==> src/rtl/alu_32_if.sv <==
// Operand/opcode request and registered result/flag bundle for alu_32.
// master drives operands and observes results; slave is the ALU itself.
interface alu_32_if #(
   parameter int WIDTH = 32
);
   logic             in_valid;
   logic [WIDTH-1:0] A;
   logic [WIDTH-1:0] B;
   logic [3:0]       ALU_Sel;
   logic             out_valid;
   logic [WIDTH-1:0] ALU_Out;
   logic             Z;
   logic             C;
   logic             V;
   logic             S;

   modport master (
      output in_valid, A, B, ALU_Sel,
      input  out_valid, ALU_Out, Z, C, V, S
   );

   modport slave (
      input  in_valid, A, B, ALU_Sel,
      output out_valid, ALU_Out, Z, C, V, S
   );
endinterface

==> src/rtl/alu_32.sv <==
// 32-bit ALU with Z/C/V/S flags; ALU32_ROTATE_EN adds ROL (1010) and ROR (1011).
// Latency: one cycle, result and flags registered, out_valid pulses once per accepted op.
// Backpressure: none, one operation accepted every cycle; idle cycles hold the last result.
module alu_32 #(
   parameter int WIDTH = 32
) (
   input  logic      clk,
   input  logic      rst_n,
   alu_32_if.slave   bus
);
   typedef enum logic [3:0] {
      OP_ADD = 4'h0,
      OP_SUB = 4'h1,
      OP_AND = 4'h2,
      OP_OR  = 4'h3,
      OP_XOR = 4'h4,
      OP_NOT = 4'h5,
      OP_MUL = 4'h6,
      OP_DIV = 4'h7,
      OP_SHL = 4'h8,
      OP_SHR = 4'h9,
      OP_ROL = 4'hA,
      OP_ROR = 4'hB
   } op_e;

   typedef struct packed {
      logic z;
      logic c;
      logic v;
      logic s;
   } flags_t;

   op_e                op;
   logic [WIDTH:0]     sum;
   logic [WIDTH:0]     diff;
   logic [2*WIDTH-1:0] prod;
   logic [WIDTH-1:0]   quot;
   logic [WIDTH-1:0]   res;
   logic               carry;
   logic               ovf;
   flags_t             flags;

   assign op   = op_e'(bus.ALU_Sel);
   assign sum  = {1'b0, bus.A} + {1'b0, bus.B};
   // Top bit of the widened difference is the unsigned borrow (A < B).
   assign diff = {1'b0, bus.A} - {1'b0, bus.B};
   assign prod = {{WIDTH{1'b0}}, bus.A} * {{WIDTH{1'b0}}, bus.B};
   assign quot = (bus.B == '0) ? '1 : (bus.A / bus.B);

   always_comb begin
      res   = '0;
      carry = 1'b0;
      ovf   = 1'b0;
      case (op)
         OP_ADD: begin
            res   = sum[WIDTH-1:0];
            carry = sum[WIDTH];
            ovf   = (bus.A[WIDTH-1] == bus.B[WIDTH-1]) &&
                    (sum[WIDTH-1] != bus.A[WIDTH-1]);
         end
         OP_SUB: begin
            res   = diff[WIDTH-1:0];
            carry = diff[WIDTH];
            ovf   = (bus.A[WIDTH-1] != bus.B[WIDTH-1]) &&
                    (diff[WIDTH-1] != bus.A[WIDTH-1]);
         end
         OP_AND: res = bus.A & bus.B;
         OP_OR:  res = bus.A | bus.B;
         OP_XOR: res = bus.A ^ bus.B;
         OP_NOT: res = ~bus.A;
         OP_MUL: begin
            res   = prod[WIDTH-1:0];
            carry = |prod[2*WIDTH-1:WIDTH];
            ovf   = |prod[2*WIDTH-1:WIDTH];
         end
         OP_DIV: begin
            res = quot;
            ovf = (bus.B == '0);
         end
         OP_SHL: begin
            res   = {bus.A[WIDTH-2:0], 1'b0};
            carry = bus.A[WIDTH-1];
         end
         OP_SHR: begin
            res   = {1'b0, bus.A[WIDTH-1:1]};
            carry = bus.A[0];
         end
`ifdef ALU32_ROTATE_EN
         OP_ROL: begin
            res   = {bus.A[WIDTH-2:0], bus.A[WIDTH-1]};
            carry = bus.A[WIDTH-1];
         end
         OP_ROR: begin
            res   = {bus.A[0], bus.A[WIDTH-1:1]};
            carry = bus.A[0];
         end
`endif
         default: begin
            res   = '0;
            carry = 1'b0;
            ovf   = 1'b0;
         end
      endcase
   end

   always_comb begin
      flags   = '0;
      flags.z = (res == '0);
      flags.c = carry;
      flags.v = ovf;
      flags.s = res[WIDTH-1];
   end

   always_ff @(posedge clk) begin
      if (!rst_n) begin
         bus.out_valid <= 1'b0;
         bus.ALU_Out   <= '0;
         bus.Z         <= 1'b0;
         bus.C         <= 1'b0;
         bus.V         <= 1'b0;
         bus.S         <= 1'b0;
      end else begin
         bus.out_valid <= bus.in_valid;
         if (bus.in_valid) begin
            bus.ALU_Out <= res;
            bus.Z       <= flags.z;
            bus.C       <= flags.c;
            bus.V       <= flags.v;
            bus.S       <= flags.s;
         end
      end
   end
endmodule

==> src/flat_wrapper.sv <==
// flat-port wrapper written by rule: the top's interface ports become plain ports
module alu_32_flat 
#(
   parameter int WIDTH = 32
)
  (clk, rst_n, bus_in_valid, bus_A, bus_B, bus_ALU_Sel, bus_out_valid, bus_ALU_Out, bus_Z, bus_C, bus_V, bus_S);
  alu_32_if #(.WIDTH(WIDTH)) bus_i ();
  input  logic clk;
  input  logic rst_n;
  input wire logic [$bits(bus_i.in_valid)-1:0] bus_in_valid;
  input wire logic [$bits(bus_i.A)-1:0] bus_A;
  input wire logic [$bits(bus_i.B)-1:0] bus_B;
  input wire logic [$bits(bus_i.ALU_Sel)-1:0] bus_ALU_Sel;
  output wire logic [$bits(bus_i.out_valid)-1:0] bus_out_valid;
  output wire logic [$bits(bus_i.ALU_Out)-1:0] bus_ALU_Out;
  output wire logic [$bits(bus_i.Z)-1:0] bus_Z;
  output wire logic [$bits(bus_i.C)-1:0] bus_C;
  output wire logic [$bits(bus_i.V)-1:0] bus_V;
  output wire logic [$bits(bus_i.S)-1:0] bus_S;
  assign bus_i.in_valid = bus_in_valid;
  assign bus_i.A = bus_A;
  assign bus_i.B = bus_B;
  assign bus_i.ALU_Sel = bus_ALU_Sel;
  assign bus_out_valid = bus_i.out_valid;
  assign bus_ALU_Out = bus_i.ALU_Out;
  assign bus_Z = bus_i.Z;
  assign bus_C = bus_i.C;
  assign bus_V = bus_i.V;
  assign bus_S = bus_i.S;
  alu_32 #(.WIDTH(WIDTH)) u_core (.clk(clk), .rst_n(rst_n), .bus(bus_i));
endmodule
==> config.mk <==
export PLATFORM = sky130hd
export DESIGN_NAME = alu_32_flat
export DESIGN_NICKNAME = d
export VERILOG_FILES = /design/src/rtl/alu_32_if.sv /design/src/rtl/alu_32.sv /design/src/flat_wrapper.sv
export SDC_FILE = /design/constraint.sdc
export NUM_CORES = 2
export LEC_CHECK = 0
export ABC_AREA = 1
export CORE_ASPECT_RATIO = 1.4
export CORE_MARGIN = 4
export CORE_UTILIZATION = 50
export CTS_CLUSTER_SIZE = 25
export DETAILED_ROUTE_END_ITERATION = 10
export PLACE_DENSITY = 0.72
export SETUP_SLACK_MARGIN = 0.1
export SLEW_MARGIN = 5
export SYNTH_ARGS = -nofsm -noshare
export SYNTH_HDL_FRONTEND = slang
export SYNTH_SLANG_ARGS = --single-unit
==> constraint.sdc <==
create_clock -name clk -period 73.9 [get_ports clk]
set_input_delay 14.78 -clock clk [delete_from_list [all_inputs] [get_ports clk]]
set_output_delay 14.78 -clock clk [all_outputs]
set_load 0.05 [all_outputs]
-- After elaboration in Yosys (flattened, before gate mapping)
Cells that the tools add are included.
- word-level logic and storage cells: 37
- register bits after elaboration: 37
- output and inout port bits: 37
- bits of input ports: 71
- div/mod/pow operators: 1
- mux-type cells: 4
- multipliers: 1
- equality and inequality tests: 13
- reductions and logical operators: 6
- add/subtract/negate cells: 2
- bitwise gates (word level): 4
- operator list (cell ; count):
    $pmux 32 s10 ; 1
    $logic_not 32->1 ; 2
    $mul 32x32->64 ; 1
    $add 32x32->33 ; 1
    $sub 32x32->33 ; 1
    $and 32x32->32 ; 1
    $div 32x32->32 ; 1
    $mux 32 ; 1
    $not 32->32 ; 1
    $or 32x32->32 ; 1
    $reduce_or 32->1 ; 1
    $xor 32x32->32 ; 1
    $eq 4x3->1 const B ; 4
    $eq 4x2->1 const B ; 2
    $eq 4x4->1 const B ; 2
    $pmux 1 s5 ; 1
    $eq 4x1->1 const B ; 1
    $logic_not 4->1 ; 1
    $pmux 1 s4 ; 1
    $ne 1x1->1 ; 3
    $logic_and 1x1->1 ; 2
    $eq 1x1->1 ; 1

-- Longest topological paths before layout
- depth after elaboration: 4
- gate-level depth with buffers: 515
- depth with buffers taken out: 504

-- Least setup slack after synthesis
OpenSTA, ideal clock, no wires.
- path kind: input to register
- from: input bus_B[4]
- to: register u_core.bus.Z
- required time: 73.829 ns
- cell stages on the path: 470
- slack: -1.402 ns
- arrival: 75.231 ns
- setup time: 0.071 ns
- buffers on the path: 22
- cell sequence: clkbuf_1 inv_1 nand3_1 nor3_1 nand3_1 nand2_1 inv_1 ha_1 o21a_1 o21ai_0 inv_1 nand2_2 nand2_1 and2_1 ha_1 nand2_1 nand3_1 nand2_1 [... 434 more ...] a21oi_1 o21ai_0 a21oi_1 o21bai_1 a21o_1 a21oi_1 o221ai_1 nand4_1 a21oi_1 o2111ai_1 o211ai_1 a21oi_1 nand4_1 nor2_1 nand4_1 nor2_1 nand4_1 a21oi_1
- word-level cells in the longest chain between the ends: 4
- elaborated cells on any way between the ends: 11
- classes of those cells: 2 x add/sub; 1 x mul; 1 x div; 2 x mux; 3 x bitwise; 2 x reduce/logical
- ends and longest elaborated chain (item ; line ; text):
    start: declaration ; flat_wrapper.sv:12 ; input wire logic [$bits(bus_i.B)-1:0] bus_B;
    $div 32x32->32 / $logic_not 32->1 (equally long branches) ; alu_32.sv:48 ; assign quot = (bus.B == '0) ? '1 : (bus.A / bus.B);
    $mux 32 ; alu_32.sv:48 ;
    $pmux 32 s10 (*) ; alu_32.sv:54 ; case (op)
    $logic_not 32->1 (*) ; alu_32.sv:108 ; flags.z = (res == '0);
    end signal: assignment ; alu_32.sv:126 ; bus.Z <= flags.z;
    end: declaration ; alu_32_if.sv:24 ; output out_valid, ALU_Out, Z, C, V, S
Mark *: on every way between the ends. The rest lies on a longest branch, timed or not.
A chain may end at the register's enable or synchronous reset.

-- Final worst setup path
- from: input bus_B[0]
- to: register u_core.bus.ALU_Out[0]
- word-level cells in the longest chain between the ends: 3
- elaborated cells on any way between the ends: 10
- classes of those cells: 2 x add/sub; 1 x mul; 1 x div; 2 x mux; 3 x bitwise; 1 x reduce/logical
- ends and longest elaborated chain (item ; line ; text):
    $div 32x32->32 / $logic_not 32->1 (equally long branches) ; alu_32.sv:48 ;
    $mux 32 ; alu_32.sv:48 ;
    $pmux 32 s10 (*) ; alu_32.sv:54 ;
    end signal: assignment ; alu_32.sv:125 ; bus.ALU_Out <= res;
    end: declaration ; alu_32_if.sv:24 ;
Marks and branches as above.

==> impl_metrics.env <==
export IMPL_grt_antenna_before_repair=29
export IMPL_drt_pass1_iter_count=9
export IMPL_crit_path_end_kind="flop"
export IMPL_clock_skew_ns=0
export IMPL_worst_hold_path_type="flop to flop"
export IMPL_path_common_cell="nand2_2"
export IMPL_layout_cells_most_common="inv_1"
export IMPL_crit_slowest_cell="o41a_1"
export IMPL_async_reset_ff_frac=0
export IMPL_post_route_drc_count=0
export IMPL_sequential_area_share_after_synthesis=0.01026
export IMPL_routed_wirelength_mm=317.0
export IMPL_gp_congestion=1.042
export IMPL_synth_fp_nets=12396
export IMPL_synthesis_area_per_instance_sq_um=6.664
export IMPL_crit_required_ns=74.16
export IMPL_layout_min_cycle_time_ns=74.48
export IMPL_ys_seq_elements=36
export IMPL_fp_dieArea_sq_um=146600
export IMPL_ys_warn_count=0
export IMPL_mostFrequentLayoutCells="inv_1 (2413), nand2_1 (2360), buf_4 (2254), fa_1 (898), ha_1 (724)"
export IMPL_synth_lib_cells_used_distinct=77
export IMPL_global_route_overflow_total=0
export IMPL_rsz0062_at_grt="true"
export IMPL_crit_arrival_ns=74.74
export IMPL_synth_cells=10537
export IMPL_tritoncts_clock_tree="yes"
export IMPL_synth_enable_flop_cells=0
export IMPL_max_cap_viol_count=0
export IMPL_rows=162
export IMPL_worst_pin_slew_ns=1.389
export IMPL_layout_drive_gt1_share=0.2959
export IMPL_via_count=81889
export IMPL_post_drt_wl_per_cell_um=21.99
export IMPL_synth_top_cell_by_area="fa_1"
export IMPL_mappedNetlistArea_sq_um=70220
export IMPL_timing_final_hold_violations=0
export IMPL_die_width_um=324.7
export IMPL_place_detailed_instances=14124
export IMPL_critical_path_class="input port to flop"
export IMPL_core_area_sq_um=139500
export IMPL_slew_headroom=0.06243
export IMPL_clockBufferDepth=2
export IMPL_finish_net_count=14448
export IMPL_status="complete, but fails checks"
export IMPL_flow_area_growth_from_synthesis_pct=36.09
export IMPL_timing_limited_maximum_frequency_mhz=13.43
export IMPL_track_usage=0.4058
export IMPL_violations="negative setup slack"
export IMPL_final_cell_count_no_fill=14416
export IMPL_drt_antenna_violating_nets=0
export IMPL_timing_critical_path_slowest_cell_delay_ns=0.42
export IMPL_cts_made_buffers=5
export IMPL_cp_max_fo=12
export IMPL_clock_insertion_delay_worst_skew_ns=0.31
export IMPL_worst_setup_hold_path_clk_slew_ns=0.06
export IMPL_timing_final_ws_setup_ns=-0.5797
export IMPL_ratio_of_routed_vias_to_standard_cells=5.680
export IMPL_finish_utilization=0.6852
export IMPL_chipHeight_um=451.4
export IMPL_io_buffers=107
export IMPL_finalCritPeriodShare=1.008
export IMPL_clock_sinks=36
export IMPL_setup_worst_path_start_class="input port"
export IMPL_top_level_ports=108
export IMPL_post_synth_top_area_fraction=0.2560
export IMPL_grt_start_max_net_pins=51
export IMPL_start_util=0.5035
export IMPL_timing_final_max_slew_violations=0
export IMPL_postSynth_topFlopCell="dfxtp_1"
export IMPL_clock_tree_root_cell="clkbuf_16"
export IMPL_first_global_vias=83456
export IMPL_finalSetupViolCount=2
export IMPL_cts_htree_levels=2
export IMPL_cts_hold_buffers_added=0
export IMPL_synth_area_top_cells="fa_1 (26%), ha_1 (16%), nand2_1 (14%)"
export IMPL_global_route_wire_length_before_repair_mm=461.0
export IMPL_detail_route_iter0_violations=7127
export IMPL_place_detailed_hpwl_mm=235.0
[cell usage after synthesis, drive strengths merged (3+ instances only)]
library cell and n:
nand2 2658, inv 2553, fa 898, ha 890, a21oi 651, nor2 462, o21ai 419, nand3 387
clkbuf 291, xor2 274, xnor2 136, buf 103, nor3 99, o22ai 73, nand4 72, or2 72
o21bai 58, nor4 45, and2 43, dfxtp 36, a211oi 34, o211ai 31, o21a 30, a21boi 29
a31oi 26, o2111ai 24, o31ai 21, mux2i 20, o221ai 20, a21o 19, a221oi 12, clkinv 11
nand3b 11, a2111oi 3, a311oi 3, and3 3, nor4b 3, o311ai 3
[worst paths after layout]
kind                                        from                                  end  slack (ns)  cells past startpoint
max                                     bus_B[0]   u_core.bus.ALU_Out[0]$_SDFFE_PN0P_       -0.58                    467
min           u_core.bus.ALU_Out[6]$_SDFFE_PN0P_   u_core.bus.ALU_Out[6]$_SDFFE_PN0P_        0.49                      2
max reg2reg  u_core.bus.ALU_Out[14]$_SDFFE_PN0P_  u_core.bus.ALU_Out[14]$_SDFFE_PN0P_       73.04                      4
min reg2reg   u_core.bus.ALU_Out[6]$_SDFFE_PN0P_   u_core.bus.ALU_Out[6]$_SDFFE_PN0P_        0.49                      2
[per-stage QoR]
stage / TNS, ns / hold slack, ns / cell area, sq um / setup slack (ns)
after floorplan: 0 / 0.6846 / 70290 / 0.1518
after global placement: -6.694 / 0.4654 / 87180 / -3.026
after detailed placement: -11.86 / 0.4659 / 87180 / -4.783
after CTS: -1.157 / 0.4876 / 89090 / -0.7043
after global routing: -10.46 / 0.5149 / 95520 / -4.404
final: -1.131 / 0.4909 / 95560 / -0.5797
[critical path: cells and delay by family]
kind,cells,cell delay [ns]
buffers and inverters,96,10.62
xor gates and xnor gates,4,0.62
adders and majority gates,32,8.45
AOI/OAI and AO/OA,136,19.69
and+or+nand+nor,199,20.24
[flip-flops by register name (all words and copies together), names as in the netlist]
| register | flops |
|---|---|
| u_core.bus.V | 1 |
| u_core.bus.Z | 1 |
| u_core.bus.S | 1 |
| u_core.bus.ALU_Out | 31 |
| u_core.bus.out_valid | 1 |
| u_core.bus.C | 1 |
[layout make-up]
cell class / instances / area, sq um
flip-flops and latches: 36 / 720.7
diodes: 22 / 55.05
repair buffers: 2438 / 18760
clock buffers: 6 / 138.9
fillers: 11536 / 43890
inverters: 2564 / 9686
well taps: 1804 / 2257
multi-input cells: 7544 / 63930
clock inverters: 2 / 13.76
[logic make-up (layout without fill, tap and decap cells)]
logic type	Yosys count	in the layout	share of synthesized area
buf+inv	2958	5010	0.1618
xor+xnor	410	410	0.05114
simple gates	3858	3859	0.2366
fa+ha+maj	1788	1788	0.4146
other cells	0	22	0
flops	36	36	0.01026
mux	20	20	0.003029
compound gates	1467	1467	0.1226
[timing repair]
action | 4_1_cts | 5_1_grt
setup endpoints to repair | 3 | 5
setup buffers | 70 | 184
resized for setup | 288 | 1080
gates cloned | 0 | 10
pin swaps | 90 | 539
[metal layers]
| layer | vias up | wire length, um | GRT usage |
|---|---|---|---|
| met5 | - | 111 | 0 |
| met4 | 16 | 37450 | 0.3516 |
| met3 | 2204 | 32520 | 0.09327 |
| met2 | 4797 | 143100 | 0.6765 |
| met1 | 38426 | 103800 | 0.4347 |
| li1 | 36446 | - | - |
Power is left out: the tool's default activity adds up to more than one toggle a clock period on the data nets, which glitch-free logic cannot reach.
